[src/rtl/shift_add_multiplier.sv]
// shift_add_multiplier
// Iterative unsigned shift-and-add multiplier for the execute lane. Each RUN
// cycle the latched multiplicand is sent to the lane's 64-bit left barrel
// shifter together with the current multiplier bit index. The shifted
// partial product comes back in the same cycle and is accumulated when that
// multiplier bit is set. The low WIDTH bits of a*b are presented after
// max(1, msb(b)+1) RUN cycles.
//
// Ports
//   clk, rst_n          rising-edge clock, synchronous active-low reset
//   in_valid/in_ready   operand handshake (ready only while idle)
//   in_a, in_b          multiplicand, multiplier
//   shift_in/shift_amt  to shifter: latched multiplicand, bit index
//   shift_result        from shifter: shift_in << shift_amt (combinational)
//   out_valid/out_ready product handshake
//   product             low WIDTH bits of a*b, valid while out_valid
module shift_add_multiplier #(
  parameter int unsigned WIDTH = 64  // fixed by the 64-bit shifter port
) (
  input  logic             clk,
  input  logic             rst_n,
  input  logic             in_valid,
  output logic             in_ready,
  input  logic [WIDTH-1:0] in_a,
  input  logic [WIDTH-1:0] in_b,
  output logic [WIDTH-1:0] shift_in,
  output logic [5:0]       shift_amt,
  input  logic [WIDTH-1:0] shift_result,
  output logic             out_valid,
  input  logic             out_ready,
  output logic [WIDTH-1:0] product
);

  typedef enum logic [1:0] {
    S_IDLE = 2'd0,
    S_RUN  = 2'd1,
    S_DONE = 2'd2
  } state_t;

  state_t           state_q, state_d;
  logic [WIDTH-1:0] a_q, a_d;
  // Multiplier shifted right once per RUN cycle, so bit 0 is always the bit
  // at the current index and the upper bits are the ones still to process.
  logic [WIDTH-1:0] b_q, b_d;
  logic [WIDTH-1:0] acc_q, acc_d;
  logic [5:0]       idx_q, idx_d;
  logic             last;

  always_ff @(posedge clk) begin
    if (!rst_n) begin
      state_q <= S_IDLE;
      a_q     <= '0;
      b_q     <= '0;
      acc_q   <= '0;
      idx_q   <= '0;
    end else begin
      state_q <= state_d;
      a_q     <= a_d;
      b_q     <= b_d;
      acc_q   <= acc_d;
      idx_q   <= idx_d;
    end
  end

  // Stop once no set multiplier bits remain above the current index.
  assign last = (idx_q == 6'd63) || (b_q[WIDTH-1:1] == '0);

  always_comb begin
    state_d = state_q;
    a_d     = a_q;
    b_d     = b_q;
    acc_d   = acc_q;
    idx_d   = idx_q;
    unique case (state_q)
      S_IDLE: begin
        if (in_valid) begin
          a_d     = in_a;
          b_d     = in_b;
          acc_d   = '0;
          idx_d   = '0;
          state_d = S_RUN;
        end
      end
      S_RUN: begin
        if (b_q[0]) begin
          acc_d = acc_q + shift_result;  // carry-out dropped
        end
        b_d = b_q >> 1;
        if (last) begin
          state_d = S_DONE;
        end else begin
          idx_d = idx_q + 6'd1;
        end
      end
      S_DONE: begin
        if (out_ready) begin
          state_d = S_IDLE;
        end
      end
      default: state_d = S_IDLE;
    endcase
  end

  assign in_ready  = (state_q == S_IDLE);
  assign out_valid = (state_q == S_DONE);
  assign product   = acc_q;
  assign shift_in  = a_q;
  assign shift_amt = (state_q == S_RUN) ? idx_q : 6'd0;

endmodule
[config.mk]
export PLATFORM = sky130hd
export DESIGN_NAME = shift_add_multiplier
export DESIGN_NICKNAME = d
export VERILOG_FILES = /design/src/rtl/shift_add_multiplier.sv
export SDC_FILE = /design/constraint.sdc
export NUM_CORES = 1
export LEC_CHECK = 0
export ABC_AREA = 1
export BUFFER_PORTS_ARGS = -buffer_cell sky130_fd_sc_hd__buf_4
export CAP_MARGIN = 10
export CORE_ASPECT_RATIO = 1.5
export CORE_MARGIN = 8
export CORE_UTILIZATION = 33
export CTS_CLUSTER_SIZE = 12
export DETAILED_ROUTE_END_ITERATION = 7
export PLACE_DENSITY = 0.59
export SETUP_SLACK_MARGIN = 0.05
export SYNTH_ARGS = -nofsm -noshare
export SYNTH_HDL_FRONTEND = slang
export SYNTH_SLANG_ARGS = --single-unit
[constraint.sdc]
create_clock -name clk -period 2.3 [get_ports clk]
set_input_delay 0.345 -clock clk [delete_from_list [all_inputs] [get_ports clk]]
set_output_delay 0.345 -clock clk [all_outputs]
set_load 0.1 [all_outputs]
==> metrics.csv, run 1 <==
metric;value;unit
Power Total;10.3;mW
Clock Sinks;200;
r2r setup slk;0.17;ns
RSZ-0062 raised after global routing;yes;
Die ar.;0.0477;sq mm
global route total overflow;0;
Worst Path Required;2.65;ns
Post-DRT Antenna Nets;0;
# setup viols final;0;
Root Buffer;clkbuf_16;
clock slew seen by the registers of the worst setup and hold paths;0.10;ns
Final Slew Violations;0;
Post-CTS Hold Buffers;0;
layout cell share with drive strength beyond 1;0.252;
slew margin rel.;0.582;
CP Class;register to register;
CTS tree;done;
vias in the first global route;15000;
clk_lat worst skew;0.46;ns
post-route setup TNS;0;ns
fill count;4336;
worst hold endpoint;shift_in[44];
Synth Cell Area;0.0135;sq mm
Final Skew;0.0136;ns
Seq/Total Area, Yosys;0.297;
Layout Nets;2912;
final RePlAce weighted congestion;0.944;
Die Ht;263;um
Avg WL per Cell;16.5;um
Port Buf Inserts;331;
synth warn;0;
Initial Util;0.335;
crit start category;register;
Hold Vio Cnt, Final;0;
status;complete, no violations;
vias per cell;4.76;
Leak Pwr;9.18;nW
total number of vias;15100;
worst hold slack;0.121;ns
fin crit period;2.13;ns
CTS buffer count;17;
fmax;470;MHz
DP Wirelength;42200;um
Worst R2R End;product[29];
Multi-input gate area;0.00805;sq mm
Register-to-Register Path Depth;13;
DRC viols;0;
Synth cell types;34;
MaxCap Viol Count;0;
Pwr Density;573;mW/mm^2
worst hold start;in_a[44];
CP Max Fanout;5;
maximum VDD drop;0.465;mV
first-pass GRT wire length;80600;um
Ports;332;
GRT Overall Usage;0.213;
chip width;181;um
Crit. End Element;register;
mean post-synth cell area;5.93;sq um
Post-Syn Nets;2533;
FF+latch count, synth;200;
Tcrit/Tclk final;0.924;
# rows;90;
Sequential Area;0.00408;sq mm
Hold Path Class;primary input to register;
WP data arrival;2.48;ns
setup bufs post-CTS;0;
area grow syn2layout;33.9;%
core area;0.0402;sq mm
number of flops mapped to enable cells by yosys;0;
Cells after Synth;2272;
pin count of the biggest net entering global routing;72;
final wirelength;52400;um
Synth Flop Type;dfxtp_1;
initial antenna violation count;3;
hold path cells;3;
DRT Pass-1 Iters;8;
H-tree levels;4;
worst flop-to-flop path startpoint;product[8];
Post-synth ARST share;0;
DRT iter0 DRCs;895;
measured slew at the worst slew-check pin;0.627;ns
Clock Path Buffers;2;
worst max-delay path, stage by stage (launching register included):
cell,delay (ns)
dfxtp_2,0.34
ha_1,0.34
nand2_2,0.15
inv_1,0.05
nand2_1,0.06
nand2_1,0.07
buf_4,0.14
a21oi_1,0.11
nand2_1,0.11
nand2_1,0.12
nand2_4,0.11
or2_2,0.29
nand3_1,0.07
a21oi_1,0.06
per-layer routing:
layer  GRT usage  wire length (um)  share of wire  vias to the layer above
li1            -                 -              -                     7831
met1       0.212             19300           0.37                     6791
met2       0.406             27600           0.53                      387
met3      0.0509              3090          0.059                       89
met4       0.103              2390          0.046                        2
met5           0                13        0.00025                        -
cell families (layout without fill, tap and decap cells):
group,after synthesis,count (layout),share of synthesized area
compound gates,272,272,0.108
fa+ha+maj,65,65,0.0609
other cells,0,2,0
simple gates,1318,1318,0.412
flops,200,200,0.297
buf+inv,413,805,0.119
xor+xnor,4,4,0.00260
worst max path at each step:
stage                         start            to  slack [ns]  cells past startpoint
finish                   product[8]   product[29]        0.17                     13
global route             product[5]   product[18]        0.03                     14
CTS                      product[0]   product[56]        0.06                     14
detailed placement  shift_result[0]   product[56]       -0.09                     16
global placement    shift_result[0]   product[56]       -0.08                     15
floorplan                state_q[0]  shift_amt[0]       -0.14                      5
cells in the mapped netlist, types with 3 or more instances:
cell type / instances / share of area
o21ai_0: 78 / 0.029
nand3_2: 9 / 0.0067
ha_1: 64 / 0.059
nand4_1: 12 / 0.0056
nand2_1: 852 / 0.24
nor4_2: 3 / 0.0028
buf_2: 24 / 0.0089
nor4_1: 16 / 0.0074
inv_2: 15 / 0.0042
or2_2: 20 / 0.0093
nor3_2: 4 / 0.0030
dfxtp_1: 200 / 0.30
buf_4: 5 / 0.0028
nand3_1: 104 / 0.039
nor2_1: 220 / 0.061
nor2_4: 10 / 0.0084
nor2_2: 17 / 0.0079
a31oi_1: 63 / 0.029
nor3_1: 11 / 0.0041
inv_1: 327 / 0.091
clkbuf_1: 39 / 0.011
nand3b_1: 4 / 0.0022
nand2_2: 32 / 0.015
clkinv_1: 3 / 0.00084
xor2_1: 4 / 0.0026
a21oi_1: 125 / 0.046
stage by stage:
stage	setup WS (ns)	std cells	area [sq um]	util
global placement	-0.0835	3138	17200	0.428
global route	0.0345	3170	18000	0.448
CTS	0.0597	3170	17900	0.444
detailed placement	-0.0924	3138	17200	0.428
finish	0.174	3172	18000	0.449
floorplan	-0.138	2272	13600	-
timing repair:
| item | in CTS | in global routing |
|---|---|---|
| resized for setup | 2 | 41 |
| setup endpoints to repair | 1 | 35 |
| gates cloned | 0 | 0 |
| pin swaps | 1 | 4 |
area by class of cell:
type	instances	share of cell area
antenna	2	0.000278
clock buffer	17	0.0236
clock inverter	15	0.0130
inverter	345	0.0721
multi-input combinational	1659	0.446
sequential	200	0.226
tap	506	0.0351
timing repair buffer	428	0.183
registers in the layout (all words and copies together), names as in the netlist:
signal,flops
state_q,2
idx_q,6
shift_in,64
b_q,64
product,64
power by group:
group	total (mW)	internal, mW	switching, mW
clock network	3.41	1.58	1.83
registers	3.87	3.71	0.164
logic	3.04	0.891	2.15
total	10.3	6.17	4.15
cells in the final DEF, fill, tap and decap left out, types with 3 or more instances in the layout:
master     instances
inv_1            327
clkinv_8           3
a21oi_1          118
buf_12             7
inv_16             4
o21ai_0           78
clkinv_1           3
or2_2             20
dfxtp_2           60
nand2_1          840
inv_2             13
nor4_1            16
nand2_4            3
nand4_1           12
buf_4            421
nor2_1           214
nand3b_1           4
ha_1              58
nor3_1            10
nand3_1          100
inv_12             4
nand2_2           41
nor2_2            19
dfxtp_1          139
clkbuf_16         17
nor2_4            14
a21oi_2            8
ha_2               4
nor3_2             5
xor2_1             4
nor4_2             3
nand3_2           11
a31oi_1           63
No activity file was read; power rests on OpenSTA's default activity.
==> run 2, diff against run 1 <==
--- a/config.mk
+++ b/config.mk
@@ -5,7 +5,6 @@
 export SDC_FILE = /design/constraint.sdc
 export NUM_CORES = 1
 export LEC_CHECK = 0
-export ABC_AREA = 1
 export BUFFER_PORTS_ARGS = -buffer_cell sky130_fd_sc_hd__buf_4
 export CAP_MARGIN = 10
 export CORE_ASPECT_RATIO = 1.5
@@ -13,7 +12,7 @@
 export CORE_UTILIZATION = 33
 export CTS_CLUSTER_SIZE = 12
 export DETAILED_ROUTE_END_ITERATION = 7
-export PLACE_DENSITY = 0.59
+export PLACE_DENSITY = 0.6
 export SETUP_SLACK_MARGIN = 0.05
 export SYNTH_ARGS = -nofsm -noshare
 export SYNTH_HDL_FRONTEND = slang
==> metrics.csv, run 2 <==
metric;value;unit
Crit. End Element;register;
RSZ-0062 raised after global routing;yes;
fmax;331;MHz
number of flops mapped to enable cells by yosys;0;
Hold Vio Cnt, Final;0;
mean post-synth cell area;8.22;sq um
Pwr Density;512;mW/mm^2
GRT Overall Usage;0.200;
top cells by count, synth;284 x nand2_1, 200 x dfxtp_1, 131 x a21boi_0, 93 x a22oi_1, 79 x clkbuf_1;
final instance area;0.0181;sq mm
clock slew seen by the registers of the worst setup and hold paths;0.09;ns
clk_lat worst skew;0.46;ns
largest area contributor in the netlist;dfxtp_1;
synth warn;0;
chip width;167;um
Die ar.;0.0406;sq mm
worst hold slack;0.129;ns
area grow syn2layout;60.0;%
Avg WL per Cell;17.7;um
H-tree levels;4;
maximum VDD drop;0.576;mV
status;finished with violations;
most common cell after layout, fill and taps aside;buf_4;
met1 usage in global routing;0.203;
layout cell share with drive strength beyond 1;0.449;
slew margin rel.;0.519;
Post-synth ARST share;0;
FF+latch count, synth;200;
Die Ht;243;um
Hold Path Class;primary input to register;
core area;0.0341;sq mm
Area contributors post-synth;dfxtp_1 35%, nand2_1 9.4%, a21boi_0 8.7%, ha_1 7.1%, a22oi_1 6.2%;
# setup viols final;52;
post-synth top area share;0.354;
most used routing layer in global routing;met2;
final wirelength;42000;um
Leak Pwr;8.16;nW
fill count;3181;
crit start category;register;
CP Max Fanout;4;
DRC viols;0;
fin crit period;3.02;ns
most frequent cell after synthesis;nand2_1;
Clock Sinks;200;
Worst Path Required;2.65;ns
Synth Flop Type;dfxtp_1;
Seq/Total Area, Yosys;0.354;
Post-CTS Hold Buffers;0;
first-pass GRT wire length;65600;um
Post-Syn Nets;1638;
vias per cell;5.08;
final worst slack;-0.725;ns
Synth cell types;71;
total number of vias;12000;
DP Wirelength;32000;um
WP data arrival;3.38;ns
GRT met2 Usage;0.368;
met3 Use GR;0.0666;
Final Skew;0.0146;ns
Initial Util;0.332;
vias in the first global route;12600;
Root Buffer;clkbuf_16;
most frequent cells in the layout;594 x buf_4, 274 x nand2_1, 142 x dfxtp_1;
pin count of the biggest net entering global routing;74;
Synth Cell Area;0.0113;sq mm
Cells after Synth;1377;
Post-DRT Antenna Nets;0;
CTS tree;done;
CTS buffer count;17;
MaxCap Viol Count;0;
DRT iter0 DRCs;586;
measured slew at the worst slew-check pin;0.722;ns
Ports;332;
DRT Pass-1 Iters;7;
failing checks;setup timing;
Layout Nets;2193;
Power Total;9.27;mW
global route total overflow;0;
initial antenna violation count;0;
Post-Place Cell Area;0.0164;sq mm
final RePlAce weighted congestion;0.875;
Port Buf Inserts;331;
CP Class;register to register;
Clock Path Buffers;2;
ANT cells;0;
Final Slew Violations;0;
# rows;83;
Tcrit/Tclk final;1.32;
run 2: changes by cell type in the layout (fill, tap and decap cells not counted), sizes merged, moves of 104 or more:
cell    previous run  this run
a21boi             1       132
nand3            113         9
nand2            884       284
inv              354        24
buf              428       629
nor2             247        42
run 2: path summary, 6_finish.rpt:
path | cells after the start | startpoint | slack, ns | end
worst min-delay path | 3 | in_a[13] | 0.13 | shift_in[13]
worst max register to register | 18 | product[0] | -0.72 | product[54]
worst min register to register | 2 | product[49] | 0.46 | product[49]
worst max-delay path | 18 | product[0] | -0.72 | product[54]
run 2: area by class of cell:
| type | count | area (sq um) | share of cell area |
|---|---|---|---|
| clock buffer | 18 | 429 | 0.0237 |
| clock inverter | 14 | 153 | 0.00843 |
| inverter | 16 | 60.1 | 0.00332 |
| multi-input combinational | 1068 | 7880 | 0.435 |
| sequential | 200 | 4150 | 0.229 |
| tap | 425 | 532 | 0.0294 |
| timing repair buffer | 629 | 4900 | 0.270 |
run 2: report_power, final:
group          total (mW)  internal [mW]  switching (mW)
clock                3.06           1.46            1.59
combinational        2.47          0.954            1.52
sequential           3.75           3.60           0.142
run 2: worst max-delay path: stages (launching register included):
cell and delay [ns]:
dfxtp_4 0.36, ha_4 0.12, inv_2 0.03, fa_2 0.34, nand2b_4 0.17, a21oi_4 0.18
nor4_4 0.06, buf_4 0.14, buf_6 0.11, nor4_4 0.11, nand2b_4 0.18, a211oi_4 0.08
o41ai_4 0.21, buf_4 0.19, a211oi_4 0.06, buf_6 0.16, o21bai_4 0.16, mux2i_1 0.20
nand2_1 0.06
run 2: through the flow:
stage          setup TNS [ns]  std cells   util  setup slack (ns)
2_1_floorplan          -13.52       1377      -            -0.730
5_1_grt                -27.24       2370  0.532            -0.887
4_1_cts                -18.14       2358  0.518            -0.723
3_3_place_gp           -25.56       2303  0.481            -0.992
6_report               -21.37       2370  0.532            -0.725
3_5_place_dp           -26.40       2303  0.481             -1.04
run 2: repair_timing:
item / 4_1_cts / 5_1_grt
buffers inserted: 26 / 20
setup endpoints to repair: 55 / 62
pin swaps: 69 / 81
gates resized for setup: 120 / 77
run 2: cell families (layout without fill, tap and decap cells):
kind of cell | Yosys count | count (layout) | share of synthesized area
AO/OA/AOI/OAI | 464 | 464 | 0.285
XOR/XNOR | 63 | 63 | 0.0488
adder cells (fa/ha/maj) | 65 | 65 | 0.0726
buffers and inverters | 109 | 677 | 0.0452
flip-flops | 200 | 200 | 0.354
multiplexers | 2 | 2 | 0.00177
AND/OR/NAND/NOR | 474 | 474 | 0.192
run 2: per-layer routing:
metal,vias up,wire length [um]
met3,65,3000
met2,314,21800
li1,6006,-
met4,0,1450
met5,-,0
met1,5654,15800
==> run 3, diff against run 2 <==
==> constraint.sdc (replaced) <==
create_clock -name clk -period 3.6 [get_ports clk]
set_input_delay 0.54 -clock clk [delete_from_list [all_inputs] [get_ports clk]]
set_output_delay 0.54 -clock clk [all_outputs]
set_load 0.1 [all_outputs]
==> metrics.csv, run 3 (synthesis results as in run 2) <==
metric;value;unit
MaxCap Viol Count;0;
most frequent cells in the layout;362 x buf_4, 283 x nand2_1, 198 x dfxtp_1;
Gate power share;0.230;
Layout Nets;1927;
NetSw;1.97;mW
clk_lat worst skew;0.45;ns
area grow syn2layout;30.7;%
Die Ht;243;um
Initial Util;0.332;
DRT iter0 DRCs;445;
Pwr Density;393;mW/mm^2
Clock Sinks;200;
Post-Place Cell Area;0.0142;sq mm
Register-to-Register Path Depth;14;
Worst Setup EP;product[54];
Tcrit/Tclk final;0.949;
Finished Layout Cells;2106;
Sequential Power Share;0.413;
Hold Vio Cnt, Final;0;
Clock Path Buffers;2;
Ports;332;
Power Total;5.81;mW
placed cells;2072;
Worst Path Required;3.94;ns
Crit. End Element;register;
fin util;0.434;
Die ar.;0.0406;sq mm
layout cell share with drive strength beyond 1;0.250;
Int Power;3.84;mW
fill count;3469;
slowest stage delay, CP;0.44;ns
Root Buffer;clkbuf_16;
r2r setup slk;0.18;ns
total number of vias;11100;
fmax;293;MHz
Post-DRT Antenna Nets;0;
pin count of the biggest net entering global routing;91;
CTS buffer count;17;
DRT Pass-1 Iters;5;
Final Skew;0.0198;ns
crit start category;register;
Worst R2R End;product[54];
vias in the first global route;11400;
Final Slew Violations;0;
measured slew at the worst slew-check pin;0.899;ns
GRT Overall Usage;0.187;
worst flop-to-flop path startpoint;product[0];
global route total overflow;0;
Leak Pwr;6.46;nW
CTS tree;done;
final instance area;0.0148;sq mm
fin crit period;3.42;ns
CP bufs+invs;1;
core area;0.0341;sq mm
final wirelength;39100;um
CP Max Fanout;4;
critical-path cell list;ha_1, inv_1, fa_1, nand2b_1, a21oi_2, nor4_2, nor4_1, nand2b_4, a211oi_2, o41ai_4, a211oi_2, o21bai_1, mux2i_1, nand2_1;
maximum VDD drop;0.322;mV
Net Sw Frac;0.339;
Critical-path top delay cell;o41ai_4;
final RePlAce weighted congestion;0.897;
chip width;167;um
initial antenna violation count;3;
first-pass GRT wire length;61000;um
WP data arrival;3.76;ns
# rows;83;
Avg WL per Cell;18.6;um
Hold Path Class;primary input to register;
RSZ-0062 raised after global routing;no;
DP Wirelength;30000;um
crit path launch;product[0];
vias per cell;5.27;
Clk pwr share;0.357;
most common cell after layout, fill and taps aside;buf_4;
slew margin rel.;0.400;
H-tree levels;4;
setup bufs post-CTS;0;
Post-CTS Resized;0;
most frequent CP cell;a211oi_2;
Sequential Area;0.00401;sq mm
Multi-input gate area;0.00682;sq mm
clock slew seen by the registers of the worst setup and hold paths;0.09;ns
Post-CTS Hold Buffers;0;
post-route setup TNS;0;ns
WP depth;14;
# setup viols final;0;
status;complete, no violations;
CP top delay family;compound AO/OA/AOI/OAI gates;
DRC viols;0;
Port Buf Inserts;331;
CP Class;register to register;
[run 3: cell count changes in the layout (fill, tap and decap cells not counted), moves of 17 or more]
| cell | delta |
|---|---|
| buf_6 | -30 |
| dfxtp_2 | -25 |
| dfxtp_1 | +56 |
| o21ai_1 | -27 |
| o21ai_0 | +39 |
| dfxtp_4 | -31 |
| a21oi_1 | +21 |
| buf_4 | -232 |
| xnor2_1 | +17 |
[run 3: power groups by stage]
stage	clock network [mW]	logic (mW)	registers (mW)
6_report	2.07	1.34	2.40
3_5_place_dp	0	1.35	2.45
2_1_floorplan	0	0.527	2.83
3_3_place_gp	0	1.34	2.45
4_1_cts	2.14	1.35	2.40
5_1_grt	2.22	1.44	2.41
[run 3: worst register-to-register path, stage by stage (launching register included)]
cell      delay (ns)
dfxtp_2         0.34
ha_1            0.26
inv_1           0.08
fa_1            0.38
nand2b_1        0.18
a21oi_2         0.17
nor4_2          0.09
nor4_1          0.29
nand2b_4        0.19
a211oi_2        0.12
o41ai_4         0.44
a211oi_2        0.21
o21bai_1        0.28
mux2i_1         0.23
nand2_1         0.06
[run 3: layer usage]
metal  track usage  part of all wire  vias up
met1         0.188              0.37     5228
met4        0.0856             0.031        0
met5             0                 0        -
met2         0.341              0.52      323
li1              -                 -     5482
met3        0.0665             0.077       65
[run 3: worst min-delay path by stage]
stage	slack (ns)	startpoint	cells past startpoint	end
floorplan	0.44	b_q[0]	2	b_q[0]
global placement	0.45	shift_in[17]	2	shift_in[17]
detailed placement	0.46	shift_in[13]	2	shift_in[13]
CTS	0.31	in_a[17]	3	shift_in[17]
global route	0.32	in_a[37]	3	shift_in[37]
finish	0.34	in_a[62]	3	shift_in[62]
[run 3: final cells by class]
type | instances | area share
multi-input combinational | 1068 | 0.461
timing repair buffer | 363 | 0.185
sequential | 200 | 0.271
tap | 425 | 0.0360
inverter | 16 | 0.00406
antenna | 3 | 0.000508
clock inverter | 13 | 0.0122
clock buffer | 18 | 0.0297
[run 3: through the flow]
step	setup slack [ns]	hold WS (ns)
CTS	0.197	0.308
floorplan	0.0801	0.439
detailed placement	-0.0645	0.457
global placement	-0.000769	0.450
finish	0.183	0.337
global route	0.0657	0.319
